<file path="src/rtl/lorenz_pkg.sv">
// Shared fixed-point definitions for consumers of the Lorenz solver stream.
package lorenz_pkg;

  localparam int Q_INT  = 7;
  localparam int Q_FRAC = 25;

  typedef logic signed [31:0] q7_25_t;

  typedef struct packed {
    logic   sat;
    q7_25_t value;
  } q_conv_t;

  // Round half up to Q7.(out_w-7) and clamp positive overflow; the result is
  // sign-extended in value, so callers keep only the low out_w bits.
  function automatic q_conv_t q7_25_to_q(input q7_25_t din, input int out_w);
    q_conv_t            res;
    logic signed [32:0] wide;
    logic signed [32:0] max_v;
    int                 f;
    f    = Q_FRAC - (out_w - Q_INT);
    wide = {din[31], din};
    if (f > 0) wide = wide + (33'sd1 <<< (f - 1));
    wide      = wide >>> f;
    max_v     = (33'sd1 <<< (out_w - 1)) - 33'sd1;
    res.sat   = (wide > max_v);
    res.value = res.sat ? max_v[31:0] : wide[31:0];
    return res;
  endfunction

endpackage

</file>
<file path="src/rtl/lorenz_stream_decimator_if.sv">
// Three-coordinate stream bundle; W is the per-coordinate width.
interface lorenz_stream_decimator_if #(
  parameter int W = 32
);
  // A beat transfers on a rising clk edge where valid && ready are both high;
  // once valid is raised, the data holds until that edge.
  logic         valid;
  logic         ready;
  logic [W-1:0] data_x;
  logic [W-1:0] data_y;
  logic [W-1:0] data_z;

  modport master (output valid, data_x, data_y, data_z, input ready);
  modport slave  (input valid, data_x, data_y, data_z, output ready);
endinterface

</file>
<file path="src/rtl/lorenz_sync_fifo.sv">
// Generic first-word-fall-through FIFO with occupancy output and synchronous clear.
module lorenz_sync_fifo #(
  parameter int WIDTH = 48,
  parameter int DEPTH = 16
) (
  input  logic                   clk,
  input  logic                   reset_n,
  input  logic                   clear,
  input  logic                   push,
  input  logic [WIDTH-1:0]       din,
  input  logic                   pop,
  output logic [WIDTH-1:0]       dout,
  output logic [$clog2(DEPTH):0] level,
  output logic                   empty
);

  localparam int AW = $clog2(DEPTH);

  logic [WIDTH-1:0] mem [DEPTH];
  logic [AW-1:0]    wr_ptr;
  logic [AW-1:0]    rd_ptr;
  logic             full;
  logic             wr_en;
  logic             rd_en;

  assign full  = (level == (AW + 1)'(DEPTH));
  assign empty = (level == '0);
  assign wr_en = push && !full && !clear;
  assign rd_en = pop && !empty && !clear;

  always_ff @(posedge clk or negedge reset_n) begin
    if (!reset_n) begin
      wr_ptr <= '0;
      rd_ptr <= '0;
      level  <= '0;
    end else if (clear) begin
      wr_ptr <= '0;
      rd_ptr <= '0;
      level  <= '0;
    end else begin
      if (wr_en) wr_ptr <= wr_ptr + AW'(1);
      if (rd_en) rd_ptr <= rd_ptr + AW'(1);
      case ({wr_en, rd_en})
        2'b10:   level <= level + (AW + 1)'(1);
        2'b01:   level <= level - (AW + 1)'(1);
        default: level <= level;
      endcase
    end
  end

  always_ff @(posedge clk) begin
    if (wr_en) mem[wr_ptr] <= din;
  end

  // Head reads as zero when empty so nothing stale is ever presented.
  assign dout = empty ? '0 : mem[rd_ptr];

endmodule

</file>
<file path="src/rtl/lorenz_stream_decimator.sv">
// Keeps every decim-th solver triple, narrows it to Q7.(OUT_W-7) and queues it for the sink.
module lorenz_stream_decimator
  import lorenz_pkg::*;
#(
  parameter int DEPTH   = 16,
  parameter int OUT_W   = 16,
  parameter int DECIM_W = 16
) (
  input  logic                       clk,
  input  logic                       reset_n,
  input  logic [DECIM_W-1:0]         decim,
  input  logic                       flush,
  lorenz_stream_decimator_if.slave   s_axis,
  lorenz_stream_decimator_if.master  m_axis,
  output logic [$clog2(DEPTH):0]     level,
  output logic                       sat_flag
);

  localparam int LW = $clog2(DEPTH) + 1;
  localparam int FW = 3 * OUT_W;

  function automatic logic [OUT_W:0] convert(input q7_25_t din);
    q_conv_t r;
    r = q7_25_to_q(din, OUT_W);
    return {r.sat, r.value[OUT_W-1:0]};
  endfunction

  logic [DECIM_W-1:0] cnt;
  logic [DECIM_W-1:0] eff_m1;
  logic               ready_q;
  logic               in_fire;
  logic               push;
  logic               pop;
  logic               empty;
  logic [OUT_W:0]     cx;
  logic [OUT_W:0]     cy;
  logic [OUT_W:0]     cz;
  logic [FW-1:0]      fifo_dout;
  logic [LW-1:0]      level_next;

  assign eff_m1  = (decim == '0) ? '0 : decim - DECIM_W'(1);
  assign in_fire = s_axis.valid && ready_q;
  assign push    = in_fire && (cnt == '0) && !flush;
  assign pop     = m_axis.valid && m_axis.ready && !flush;

  assign cx = convert(s_axis.data_x);
  assign cy = convert(s_axis.data_y);
  assign cz = convert(s_axis.data_z);

  // Ready is registered from the post-edge occupancy, so it drops on the
  // edge that fills the FIFO and rises on the edge that frees a slot.
  always_comb begin
    level_next = level;
    if (push && !pop)      level_next = level + LW'(1);
    else if (!push && pop) level_next = level - LW'(1);
  end

  always_ff @(posedge clk or negedge reset_n) begin
    if (!reset_n) begin
      cnt      <= '0;
      sat_flag <= 1'b0;
      ready_q  <= 1'b0;
    end else if (flush) begin
      cnt      <= '0;
      sat_flag <= 1'b0;
      ready_q  <= 1'b1;
    end else begin
      if (in_fire) cnt <= (cnt >= eff_m1) ? '0 : cnt + DECIM_W'(1);
      if (push && (cx[OUT_W] || cy[OUT_W] || cz[OUT_W])) sat_flag <= 1'b1;
      ready_q <= (level_next != LW'(DEPTH));
    end
  end

  lorenz_sync_fifo #(
    .WIDTH (FW),
    .DEPTH (DEPTH)
  ) u_fifo (
    .clk     (clk),
    .reset_n (reset_n),
    .clear   (flush),
    .push    (push),
    .din     ({cx[OUT_W-1:0], cy[OUT_W-1:0], cz[OUT_W-1:0]}),
    .pop     (pop),
    .dout    (fifo_dout),
    .level   (level),
    .empty   (empty)
  );

  assign s_axis.ready  = ready_q;
  assign m_axis.valid  = !empty;
  assign m_axis.data_x = fifo_dout[FW-1 -: OUT_W];
  assign m_axis.data_y = fifo_dout[2*OUT_W-1 -: OUT_W];
  assign m_axis.data_z = fifo_dout[OUT_W-1:0];

endmodule

</file>
<file path="src/flat_wrapper.sv">
// flat-port wrapper written by rule: the top's interface ports become plain ports
module lorenz_stream_decimator_flat import lorenz_pkg::*;
#(
  parameter int DEPTH   = 16,
  parameter int OUT_W   = 16,
  parameter int DECIM_W = 16
)
  (clk, reset_n, decim, flush, level, sat_flag, s_axis_valid, s_axis_data_x, s_axis_data_y, s_axis_data_z, s_axis_ready, m_axis_valid, m_axis_data_x, m_axis_data_y, m_axis_data_z, m_axis_ready);
  lorenz_stream_decimator_if #(.W(32)) s_axis_i ();
  lorenz_stream_decimator_if #(.W(OUT_W)) m_axis_i ();
  input  logic clk;
  input  logic reset_n;
  input  logic [DECIM_W-1:0] decim;
  input  logic flush;
  output logic [$clog2(DEPTH):0] level;
  output logic sat_flag;
  input wire logic [$bits(s_axis_i.valid)-1:0] s_axis_valid;
  input wire logic [$bits(s_axis_i.data_x)-1:0] s_axis_data_x;
  input wire logic [$bits(s_axis_i.data_y)-1:0] s_axis_data_y;
  input wire logic [$bits(s_axis_i.data_z)-1:0] s_axis_data_z;
  output wire logic [$bits(s_axis_i.ready)-1:0] s_axis_ready;
  output wire logic [$bits(m_axis_i.valid)-1:0] m_axis_valid;
  output wire logic [$bits(m_axis_i.data_x)-1:0] m_axis_data_x;
  output wire logic [$bits(m_axis_i.data_y)-1:0] m_axis_data_y;
  output wire logic [$bits(m_axis_i.data_z)-1:0] m_axis_data_z;
  input wire logic [$bits(m_axis_i.ready)-1:0] m_axis_ready;
  assign s_axis_i.valid = s_axis_valid;
  assign s_axis_i.data_x = s_axis_data_x;
  assign s_axis_i.data_y = s_axis_data_y;
  assign s_axis_i.data_z = s_axis_data_z;
  assign s_axis_ready = s_axis_i.ready;
  assign m_axis_valid = m_axis_i.valid;
  assign m_axis_data_x = m_axis_i.data_x;
  assign m_axis_data_y = m_axis_i.data_y;
  assign m_axis_data_z = m_axis_i.data_z;
  assign m_axis_i.ready = m_axis_ready;
  lorenz_stream_decimator #(.DEPTH(DEPTH), .OUT_W(OUT_W), .DECIM_W(DECIM_W)) u_core (.clk(clk), .reset_n(reset_n), .decim(decim), .flush(flush), .s_axis(s_axis_i), .m_axis(m_axis_i), .level(level), .sat_flag(sat_flag));
endmodule
</file>
<file path="config.mk">
export PLATFORM = sky130hd
export DESIGN_NAME = lorenz_stream_decimator_flat
export DESIGN_NICKNAME = d
export VERILOG_FILES = /design/src/rtl/lorenz_pkg.sv /design/src/rtl/lorenz_stream_decimator_if.sv /design/src/rtl/lorenz_sync_fifo.sv /design/src/rtl/lorenz_stream_decimator.sv /design/src/flat_wrapper.sv
export SDC_FILE = /design/constraint.sdc
export NUM_CORES = 1
export LEC_CHECK = 0
export ABC_AREA = 1
export BUFFER_PORTS_ARGS = -buffer_cell sky130_fd_sc_hd__buf_2
export CORE_UTILIZATION = 60
export CTS_BUF_LIST = sky130_fd_sc_hd__clkbuf_4 sky130_fd_sc_hd__clkbuf_8
export DETAILED_ROUTE_END_ITERATION = 6
export PLACE_DENSITY = 0.86
export SLEW_MARGIN = 20
export SYNTH_ARGS = -nofsm -noshare
export SYNTH_HDL_FRONTEND = slang
export SYNTH_HIERARCHICAL = 1
export SYNTH_SLANG_ARGS = --single-unit
</file>
<file path="constraint.sdc">
create_clock -name clk -period 5.6 [get_ports clk]
set_input_delay 0 -clock clk [delete_from_list [all_inputs] [get_ports clk]]
set_output_delay 0 -clock clk [all_outputs]
set_load 0.005 [all_outputs]
</file>
* After elaboration in Yosys (flattened, before gate mapping)
Memory sizes are Yosys's and may differ from the RTL's.
Cells that the tools add are included.
** Cells by class
- Add/subtract/negate cells :: 9
- Multiplexer cells :: 21
- Magnitude comparators :: 4
- Reductions and logical operators :: 27
- Equal/unequal tests :: 4
** Operator list (number)
- two-way mux 16 bit :: 7
- adder 32 x 17 -> 33 bit (second input constant) :: 3
- > comparator 17 x 16 -> 1 bit (second input constant) :: 3
- two-way mux 48 bit :: 1
- zero test 16 bit :: 2
- adder 16 x 1 -> 16 bit (second input constant) :: 1
- greater-or-equal comparator 16 bit :: 1
- two-way mux 4 bit :: 4
- subtractor 16 x 1 -> 16 bit (second input constant) :: 1
- two-way mux 5 bit :: 3
- logical AND 1 bit :: 12
- one-hot mux 5 bit (2 select lines) :: 1
- adder 4 x 1 -> 4 bit (second input constant) :: 2
- nonzero test 2 bit :: 4
- adder 5 x 1 -> 5 bit (second input constant) :: 1
- equality test 5 bit (second input constant) :: 1
- zero test 1 bit :: 5
- zero test 5 bit :: 1
- two-way mux 1 bit :: 5
- inequality test 5 bit (second input constant) :: 1
- subtractor 5 x 1 -> 5 bit (second input constant) :: 1
- nonzero test 3 bit :: 1
- equality test 2 x 1 -> 1 bit (second input constant) :: 1
- equality test 2 bit (second input constant) :: 1
- logical OR 1 bit :: 2
** Storage, ports and cells
- Logic and storage cells :: 72
- Flip-flop bits (word level) :: 31
- Memory bits (writable) :: 768
- Input port bits :: 117
- Memories kept :: 1
- Output and inout bits :: 56
** Memories
- u_core.u_fifo.mem :: depth 16, width 48, read ports 1, clocked after memory_dff 0, write ports 1, line lorenz_sync_fifo.sv:19 : logic [WIDTH-1:0] mem [DEPTH];

* Longest topological paths before layout
Gate-level depths: netlist (run 1).
- Depth after elaboration :: 9
- Gate-level depth with buffers :: 20
- Mapped depth without buffers :: 19

* Modules after synthesis
Netlist (run 1), hierarchy kept.
** Modules (own cells, without submodules)
- lorenz_sync_fifo :: seq. area each 23387.4 sq um, cells each 2154, times used 1, area each 30773.3 sq um
- lorenz_stream_decimator :: seq. area each 450.4 sq um, cells each 593, times used 1, area each 3363.2 sq um

* Worst setup path after synthesis (run 1)
OpenSTA, ideal clock, no wires.
- Path kind :: flip-flop to flip-flop
- From :: register u_core.ready_q, in the netlist u_core/s_axis.ready
- To :: memory u_core.u_fifo.mem[11][0], enable pin
- Setup time :: 0.454 ns
- Data required time :: 5.146 ns
- Path slack :: 1.569 ns
- Path buffers :: 0
- Stages on the path, launching flop included :: 9
- Period minus slack after synthesis :: 4.031 ns
- Arrival time :: 3.577 ns
- Path through :: dfrtp_1 > nand2_1 > nor2_2 > inv_1 > nor4_1 > nand2_2 > inv_4 > nand2_1 > nor2_1
** Between the ends
- Word-level cells in the longest chain between the ends :: 7
** Ends and longest elaborated chain
- start: declaration :: line lorenz_stream_decimator.sv:30 : logic ready_q;
- start signal: assignment :: line lorenz_stream_decimator.sv:70 : ready_q <= (level_next != LW'(DEPTH));
- logical AND 1 bit :: line lorenz_stream_decimator.sv:42 : assign in_fire = s_axis.valid && ready_q;
- logical AND 1 bit (2 in series) :: line lorenz_stream_decimator.sv:43 : assign push = in_fire && (cnt == '0) && !flush;
- via u_core.push :: line lorenz_stream_decimator.sv:32 : logic push;
- logical AND 1 bit (2 in series) :: line lorenz_sync_fifo.sv:28 : assign wr_en = push && !full && !clear;
- two-way mux 1 bit :: line lorenz_sync_fifo.sv:52 : if (wr_en) mem[wr_ptr] <= din;
- two-way mux 1 bit (implied by the code) :: line lorenz_sync_fifo.sv:52
- end: declaration :: line lorenz_sync_fifo.sv:19
The timed path passes the listed nets, and every way through them passes these cells.

* Worst setup path after layout (run 1)
- From :: register u_core.u_fifo.rd_ptr[2]
- To :: output port m_axis_data_z[0]
** Between the ends
- Word-level cells in the longest chain between the ends :: 2
** Ends and longest elaborated chain
- start: declaration :: line lorenz_sync_fifo.sv:21 : logic [AW-1:0] rd_ptr;
- start signal: assignment :: line lorenz_sync_fifo.sv:42 : if (rd_en) rd_ptr <= rd_ptr + AW'(1);
- memory (16 x 48 bit)
- two-way mux 48 bit :: line lorenz_sync_fifo.sv:56 : assign dout = empty ? '0 : mem[rd_ptr];
- end: declaration :: line flat_wrapper.sv:25 : output wire logic [$bits(m_axis_i.data_z)-1:0] m_axis_data_z;
Every way passes these cells.

==> results summary, run 1 <==
The CTS tree is built. The H-tree depth reported by CTS came out at 3. The type of the most critical hold path is input pin to flop. The number of routed nets with antenna violations is 0. The horizontal extent of the die came out at 240.5 um. The post-cts gate resize count is 0. The initial detailed-routing violation count came out at 2727. The minimum clock period is 4208 ps. By count the netlist is led by sky130_fd_sc_hd__edfxtp_1 (768), sky130_fd_sc_hd__nand2_1 (549), sky130_fd_sc_hd__nor2_1 (250).

The area of all placed cells without fillers is 38080 sq um. The post-route DRC violation count is 14. The run finished, with violations left. The areal power density over the cells came out at 347.7 nW/um^2.

After floorplanning, the core was divided into 87 placement rows. The synthesized design spends more area on one cell type than any other, namely sky130_fd_sc_hd__edfxtp_1. For this run, the leading register cell type out of synthesis is sky130_fd_sc_hd__edfxtp_1.

The total routing usage reported by global routing came out at 0.2918. The number of global-route vias before repair came to 23630. The worst flop-to-flop path startpoint is u_core/s_axis.ready$_DFF_PN0_. The setup clock skew after layout is 40.12 ps. The worst-case register-to-register setup slack is 1720 ps. The worst setup path endpoint is m_axis_data_z[0]. After detailed routing, no signal wire sits above met4. sky130_fd_sc_hd__edfxtp_1 is the most common cell in the netlist.

No sink is reached through more buffers than the 3 on the longest clock path. The maximum operating frequency is 237.7 MHz. For the pin with the worst max-slew slack, the measured transition is 1164 ps. The average via count per standard cell is 6.287. The number of nets handed over by synthesis was 2896. The HPWL reported at the end of detailed placement is 45150 um. The routed design has 84430 um of wire. At the later pin of the worst-skew pair, clock insertion delay measures 750 ps.

Setup repair after global routing left no endpoint under its margin. The number of synthesized flops with an enable pin came out at 768. The number of standard cells after synthesis came out at 2747. The worst setup path startpoint is u_core/u_fifo/rd_ptr[2]$_DFFE_PN0P_.

The kind of start point of the critical path is a flop. After synthesis the cells add up to 34140 sq um. The core region area came out at 56280 sq um. The number of synthesized register bits is 799.

The wire length per cell came out at 22.35 um. The initial core utilization came out at 0.6066. The worst register-to-register path ends at u_core/u_fifo/mem[12][21]$_DFFE_PP_. In this run the static leakage power is 0.01358 uW. The worst setup path is captured at an output port. The clock transition at the registers of the reported paths came out at 60 ps. The total clock buffers created by CTS is 118. The depth of the worst register-to-register path came out at 9. The proportion of layout cells with a drive suffix above 1 came out at 0.1397. Wire segments on met3 add up to 8556 um in the final route. The worst hold path cell count came out at 3. Relative to the synthesized area, the layout overhead comes to 11.55%. The summed negative setup slack over all endpoints came out at 0 ps. The number of maximum-capacitance constraint violations is 0. The worst slew slack as a fraction of its limit came out at 0.2222. The vertical die dimension is 240.5 um. The distinct cell type count after synthesis came out at 46.

In this run the tool buffered the top-level ports with 127 buffer cells. By area the synthesized netlist is led by sky130_fd_sc_hd__edfxtp_1 (68%), sky130_fd_sc_hd__nand2_1 (6.0%), sky130_fd_sc_hd__a21oi_1 (3.1%). The root cell of the clock tree is sky130_fd_sc_hd__clkbuf_8. The clock net in this run drives a total of 799 sinks. For this design the top-level I/O count stands at 173. The count of pins over their slew limit came out at 0. A synthesized cell averages 12.43 sq um. The share of synthesized area in the top cell type comes to 0.6756. The met1 routed wirelength after detailed routing is 30570 um.

Yosys printed 6 warnings. The sequential share of the synthesized area is 0.6983. IR analysis of the VDD net gives a maximum drop of 0.0002451 V. The final reports fail on DRC, hold timing. The number of hold violations in the final report came out at 5. The worst-path maximum fanout came out at 55.

On the final layout, the worst hold slack is -14.27 ps. After synthesis, the share of flip-flops with an asynchronous set or reset is 0.03880. The data arrival time of the critical path came out at 4210 ps. Setup violations remaining at the end of the flow were counted as 0.

The share of the cycle needed by the critical path after routing came out at 0.7514. The met2 wire length came out at 41990 um. The data required time at the worst endpoint came out at 5600 ps.

The routed layout has 23750 vias. The number of nets at the end of the flow came out at 3072. The first detailed-routing pass ran for 7 iterations. The total grt overflow came out at 0. The total placed instance area is 35440 sq um. The initial antenna violation count came out at 1. The die footprint came out at 57850 sq um.

For this design, the CTS-stage hold fixing added 27 buffers. The maximum number of pins on one net before global-route repair came out at 212. The number of setup buffers added after CTS is 0. The global placer's final weighted congestion is 0.8475. The wire length of the first global-routing pass is 127000 um.

The worst setup path is of the flop to output port kind.
critical path, stage by stage, from the launching register on:
cell and delay [ps]:
sky130_fd_sc_hd__dfrtp_2 360, sky130_fd_sc_hd__buf_4 600, sky130_fd_sc_hd__nand2_4 680, sky130_fd_sc_hd__buf_4 560
sky130_fd_sc_hd__o221ai_1 290, sky130_fd_sc_hd__nor2_1 70, sky130_fd_sc_hd__a211oi_1 600, sky130_fd_sc_hd__buf_2 240
worst min path at each step:
stage / startpoint / to / slack, ps
2_1_floorplan: reset_n / u_core/cnt[0]$_DFFE_PN0P_ / -300
3_3_place_gp: reset_n / u_core/cnt[2]$_DFFE_PN0P_ / 90
3_5_place_dp: reset_n / u_core/cnt[1]$_DFFE_PN0P_ / 100
4_1_cts: s_axis_data_x[27] / u_core/u_fifo/mem[10][43]$_DFFE_PP_ / 4
5_1_grt: s_axis_data_z[15] / u_core/u_fifo/mem[14][4]$_DFFE_PP_ / 40
6_report: s_axis_data_z[15] / u_core/u_fifo/mem[12][4]$_DFFE_PP_ / -10
cell usage in the layout, fill, tap and decap left out, types with 4 or more instances in the layout:
cell                              n
sky130_fd_sc_hd__a211oi_1        37
sky130_fd_sc_hd__a211oi_2        11
sky130_fd_sc_hd__a21oi_1        212
sky130_fd_sc_hd__a221oi_1        48
sky130_fd_sc_hd__buf_2          127
sky130_fd_sc_hd__buf_4           43
sky130_fd_sc_hd__clkbuf_4        45
sky130_fd_sc_hd__clkbuf_8       121
sky130_fd_sc_hd__clkinv_1        33
sky130_fd_sc_hd__clkinv_2        16
sky130_fd_sc_hd__dfrtp_1         28
sky130_fd_sc_hd__dlygate4sd3_1   30
sky130_fd_sc_hd__edfxtp_1       768
sky130_fd_sc_hd__ha_1            32
sky130_fd_sc_hd__inv_1           86
sky130_fd_sc_hd__inv_2            5
sky130_fd_sc_hd__mux2i_1         96
sky130_fd_sc_hd__nand2_1        548
sky130_fd_sc_hd__nand2_2          5
sky130_fd_sc_hd__nand3_1         62
sky130_fd_sc_hd__nand3_2          4
sky130_fd_sc_hd__nand4_1         12
sky130_fd_sc_hd__nor2_1         234
sky130_fd_sc_hd__nor2_2           5
sky130_fd_sc_hd__nor2_4          17
sky130_fd_sc_hd__nor3_1          63
sky130_fd_sc_hd__nor4_1           5
sky130_fd_sc_hd__o21ai_0        122
sky130_fd_sc_hd__o21ai_1         11
sky130_fd_sc_hd__o221ai_1        48
sky130_fd_sc_hd__o22ai_1         64
sky130_fd_sc_hd__xnor2_1         11
sky130_fd_sc_hd__xor2_1          34
kinds of logic (layout without fill, tap and decap cells):
logic type	Yosys count	in the layout	share of synthesized area
AO/OA/AOI/OAI	560	560	0.1007
XOR/XNOR	45	45	0.01155
adder cells (fa/ha/maj)	32	32	0.01173
buffers and inverters	245	518	0.03321
flip-flops	799	799	0.6983
multiplexers	96	96	0.02815
other	0	1	0
AND/OR/NAND/NOR	970	970	0.1164
where the power goes:
part	internal [uW]	switching (uW)	leakage [uW]
Clock	2340	2170	0.00122
Combinational	665	1380	0.00508
Sequential	6620	62.7	0.00729
state kept, by name (all words and copies together) (netlist names):
name	cells
u_core/u_fifo/mem	768
u_core/s_axis.ready	1
u_core/u_fifo/level	5
u_core/cnt	16
u_core/sat_flag	1
u_core/u_fifo/wr_ptr	4
u_core/u_fifo/rd_ptr	4
through the flow:
step	hold slack, ps	instances	util	total power [uW]	setup WS, ps
2_1_floorplan	-295.6	2747	-	8090	1569
3_3_place_gp	93.45	3525	0.6297	8699	1874
3_5_place_dp	101.7	3525	0.6297	8780	1830
4_1_cts	4.251	3769	0.6750	13230	1196
5_1_grt	39.26	3777	0.6766	13680	1302
6_report	-14.27	3777	0.6766	13240	1392
per-layer routing:
layer,up-vias,track usage
met5,-,0
met4,0,0.1397
met3,255,0.04937
met2,1564,0.4910
met1,11490,0.3696
li1,10440,-
final cells by class:
type | count | area [sq um]
tap | 756 | 945.9
sequential | 799 | 23850
fill | 3682 | 18200
clock inverter | 53 | 279.0
clock buffer | 164 | 1988
multi-input combinational | 1703 | 9293
antenna | 1 | 2.502
inverter | 96 | 381.6
timing repair buffer | 205 | 1341
Power figures use the tool's default switching activity.
==> run 2, diff against run 1 <==
--- a/config.mk
+++ b/config.mk
@@ -7,7 +7,7 @@
 export LEC_CHECK = 0
 export ABC_AREA = 1
 export BUFFER_PORTS_ARGS = -buffer_cell sky130_fd_sc_hd__buf_2
-export CORE_UTILIZATION = 60
+export CORE_UTILIZATION = 57
 export CTS_BUF_LIST = sky130_fd_sc_hd__clkbuf_4 sky130_fd_sc_hd__clkbuf_8
 export DETAILED_ROUTE_END_ITERATION = 6
 export PLACE_DENSITY = 0.86
==> constraint.sdc (replaced) <==
create_clock -name clk -period 3.4 [get_ports clk]
set_input_delay 0 -clock clk [delete_from_list [all_inputs] [get_ports clk]]
set_output_delay 0 -clock clk [all_outputs]
set_load 0.005 [all_outputs]
==> run 2 against run 1 <==
  * The flow finishes with violations (DRC)
  * Combinational power is 72% higher
  * Global-route usage fell by 0.91 points
  * Power increased by 65%
  * Via count rose by 0.11%
  * Clock power up 63%
  * Largest power group unchanged
  * Highest routed layer unchanged
==> results summary, run 2 (same netlist as run 1, synthesis figures left out) <==
The slowest stage of the critical path is the sky130_fd_sc_hd__dfrtp_4 cell. The average via count per standard cell is 6.278. Of the available clock period, the critical path in the final layout requires 0.9552.

The startpoint identified for the worst register-to-register timing path is u_core/cnt[10]$_DFFE_PN0P_. For this block, the initial DRC count from the detailed router was 3086. The wire length per cell came out at 23.05 um.

The worst setup path is of the flop to output port kind. The area of all placed cells without fillers came out at 38520 sq um. The worst-path maximum fanout is 34.

The critical path ends at m_axis_data_x[11]. The final reports fail on DRC. The setup slack at placement is 362.0 ps. For this run, the post-layout net count is 3086.

The number of global-route vias before repair came to 23520. Power spread over the standard cell area amounts to 568.2 nW/um^2. The completed layout was analyzed and its total power is 21890 uW. Walking the worst path, the cells encountered are clkinv_2, buf_12, a21oi_1, a221oi_1, nor2_1, a211oi_1, buf_2.

The wire-length estimate of the detail-placed layout is 48510 um. The global placer's final weighted congestion came out at 0.8749. The layout overhead on the synthesized area is 12.84%. The flow ran to the end, but the final reports show violations. The depth of the worst register-to-register path came out at 10. The maximum operating frequency came out at 307.9 MHz. Measured on the finished design, the core utilization comes to 0.6514. The cell leakage power is 0.01371 uW. The worst register-to-register path ends at u_core/u_fifo/mem[7][11]$_DFFE_PP_.

For flop-to-flop paths, the worst setup slack is 410 ps. The proportion of layout cells with a drive suffix above 1 came out at 0.1473. The vertical die dimension is 246.7 um. The count of pins over their slew limit is 0.

The worst hold path belongs to the class input pin to flop. The number of vias in the routed layout came out at 23770. The count of standard-cell rows is 89. The total grt overflow came out at 0.

TritonCTS built the clock tree. The tree built by TritonCTS fans out to 799 sinks. The setup clock skew after layout is 33.16 ps.

The total routing usage reported by global routing came out at 0.2827. The worst hold slack after final layout came out at 57.33 ps. Max-cap violations in this run came to 0. STA puts the critical path data arrival time at 3250 ps.

The H-tree depth reported by CTS is 3. The number of antenna repair diodes came out at 0. Setup repair after global routing left no endpoint under its margin. The tree is rooted in a sky130_fd_sc_hd__clkbuf_8. The library cells used most frequently in the layout, excluding fill and tap cells, are sky130_fd_sc_hd__edfxtp_1 (768), sky130_fd_sc_hd__nand2_1 (548), sky130_fd_sc_hd__nor2_1 (234). Counting flops per register, the top entry is u_core/u_fifo/mem. For this run, design rule violations remaining after detail routing come to 16.

The worst setup path is captured at an output port. The final setup violation count came out at 0. The data required time at the worst endpoint came out at 3400 ps. The initial utilization of the core area, before any placement, comes to 0.5773. In the final layout, the registers with the most flip-flops are u_core/u_fifo/mem (768), u_core/cnt (16), u_core/u_fifo/level (5). The die footprint is 60870 sq um.

The total placed instance area is 36020 sq um. The number of routed nets with antenna violations came out at 0. The number of hold violations in the final report is 0. The horizontal extent of the die came out at 246.7 um.

The worst stage delay on the critical path came out at 670 ps. The core region area is 59130 sq um. Leaving out fill and tap cells, the most frequent cell in the layout is sky130_fd_sc_hd__edfxtp_1. The top-level I/O count came out at 173. The largest voltage drop on the vdd net came out at 0.0005381 V. STA classifies the critical path startpoint as a flop. The initial antenna violation count came out at 0. The flip-flop count of the largest register, all copies and words added came out at 768. The minimum setup slack in the final design is 152.4 ps.

The transition time at the pin with the least slew margin is 1052 ps. The number of detailed-routing iterations run before antenna repair is 7. The wire length of the first global-routing pass came out at 130500 um. The count of buffers from port buffering is 127. The buffer levels on the longest clock path came out at 3. The routed design has 87280 um of wire. The total clock buffers created by CTS is 115.

The minimum clock period came out at 3248 ps. The latest clock arrival within the worst-skew pair came out at 720 ps. The maximum number of pins on one net before global-route repair came out at 165. The worst slew slack as a fraction of its limit is 0.2955. The worst setup path startpoint is u_core/u_fifo/rd_ptr[1]$_DFFE_PN0P_.

After clock tree synthesis, the clock-pin slew on the worst setup and hold paths is 70 ps.
==> run 2: cell count changes in the layout (fill, tap and decap cells not counted), sizes merged <==
cell         delta
dlygate4sd3     -9
inv             -1
clkbuf          -8
buf            +27
clkinvlp        +4
diode           -1
clkinv         -21
bufinv          +2
==> run 2: through the flow <==
step	setup TNS, ps	cells
finish	0	3787
global route	0	3787
CTS	0	3786
detailed placement	0	3570
global placement	0	3570
floorplan	-387380	2747
==> run 2: area by class of cell <==
class | instances | area, sq um
clock buffer | 157 | 1929
clock inverter | 37 | 255.2
fill | 3935 | 20610
inverter | 96 | 382.9
multi-input combinational | 1703 | 9323
sequential | 799 | 23850
tap | 773 | 967.2
timing repair buffer | 222 | 1813
==> run 2: where the power goes <==
group          internal (uW)  leakage (uW)  switching (uW)
sequential             10900       0.00729             104
clock                   3860       0.00115            3480
combinational           1160       0.00527            2370
total                  15900        0.0137            5950
==> run 2: layer usage <==
layer  GRT usage  up-vias  part of all wire
met5           0        -                 0
met4      0.1202        0             0.036
met3     0.04916      266              0.11
met2      0.4830     1650              0.50
met1      0.3561    11390              0.36
li1            -    10470                 -
==> run 2: critical path: cells and delay by family, from the launching register on <==
family	cells	cell delay [ps]
and+or+nand+nor	1	110
AOI/OAI and AO/OA	3	820
DFF	1	670
buffers and inverters	3	900
==> run 2: worst min-delay path by stage <==
stage	end	cells after the start	slack (ps)	start
final	u_core/u_fifo/mem[10][26]$_DFFE_PP_	3	60	s_axis_data_y[26]
after global routing	u_core/u_fifo/mem[10][26]$_DFFE_PP_	3	70	s_axis_data_y[26]
after CTS	u_core/u_fifo/mem[11][10]$_DFFE_PP_	3	3	s_axis_data_z[26]
after detailed placement	u_core/s_axis.ready$_DFF_PN0_	1	110	reset_n
after global placement	u_core/s_axis.ready$_DFF_PN0_	1	110	reset_n
after floorplan	u_core/cnt[0]$_DFFE_PN0P_	0	-300	reset_n
==> run 2: repair_timing <==
action | 4_1_cts | 5_1_grt
gates cloned | 0 | 1
hold buffers | 22 | 0
buffers inserted | 0 | 0
resized for setup | 7 | 6
hold endpoints to repair | 209 | 0
setup endpoints to repair | 10 | 8
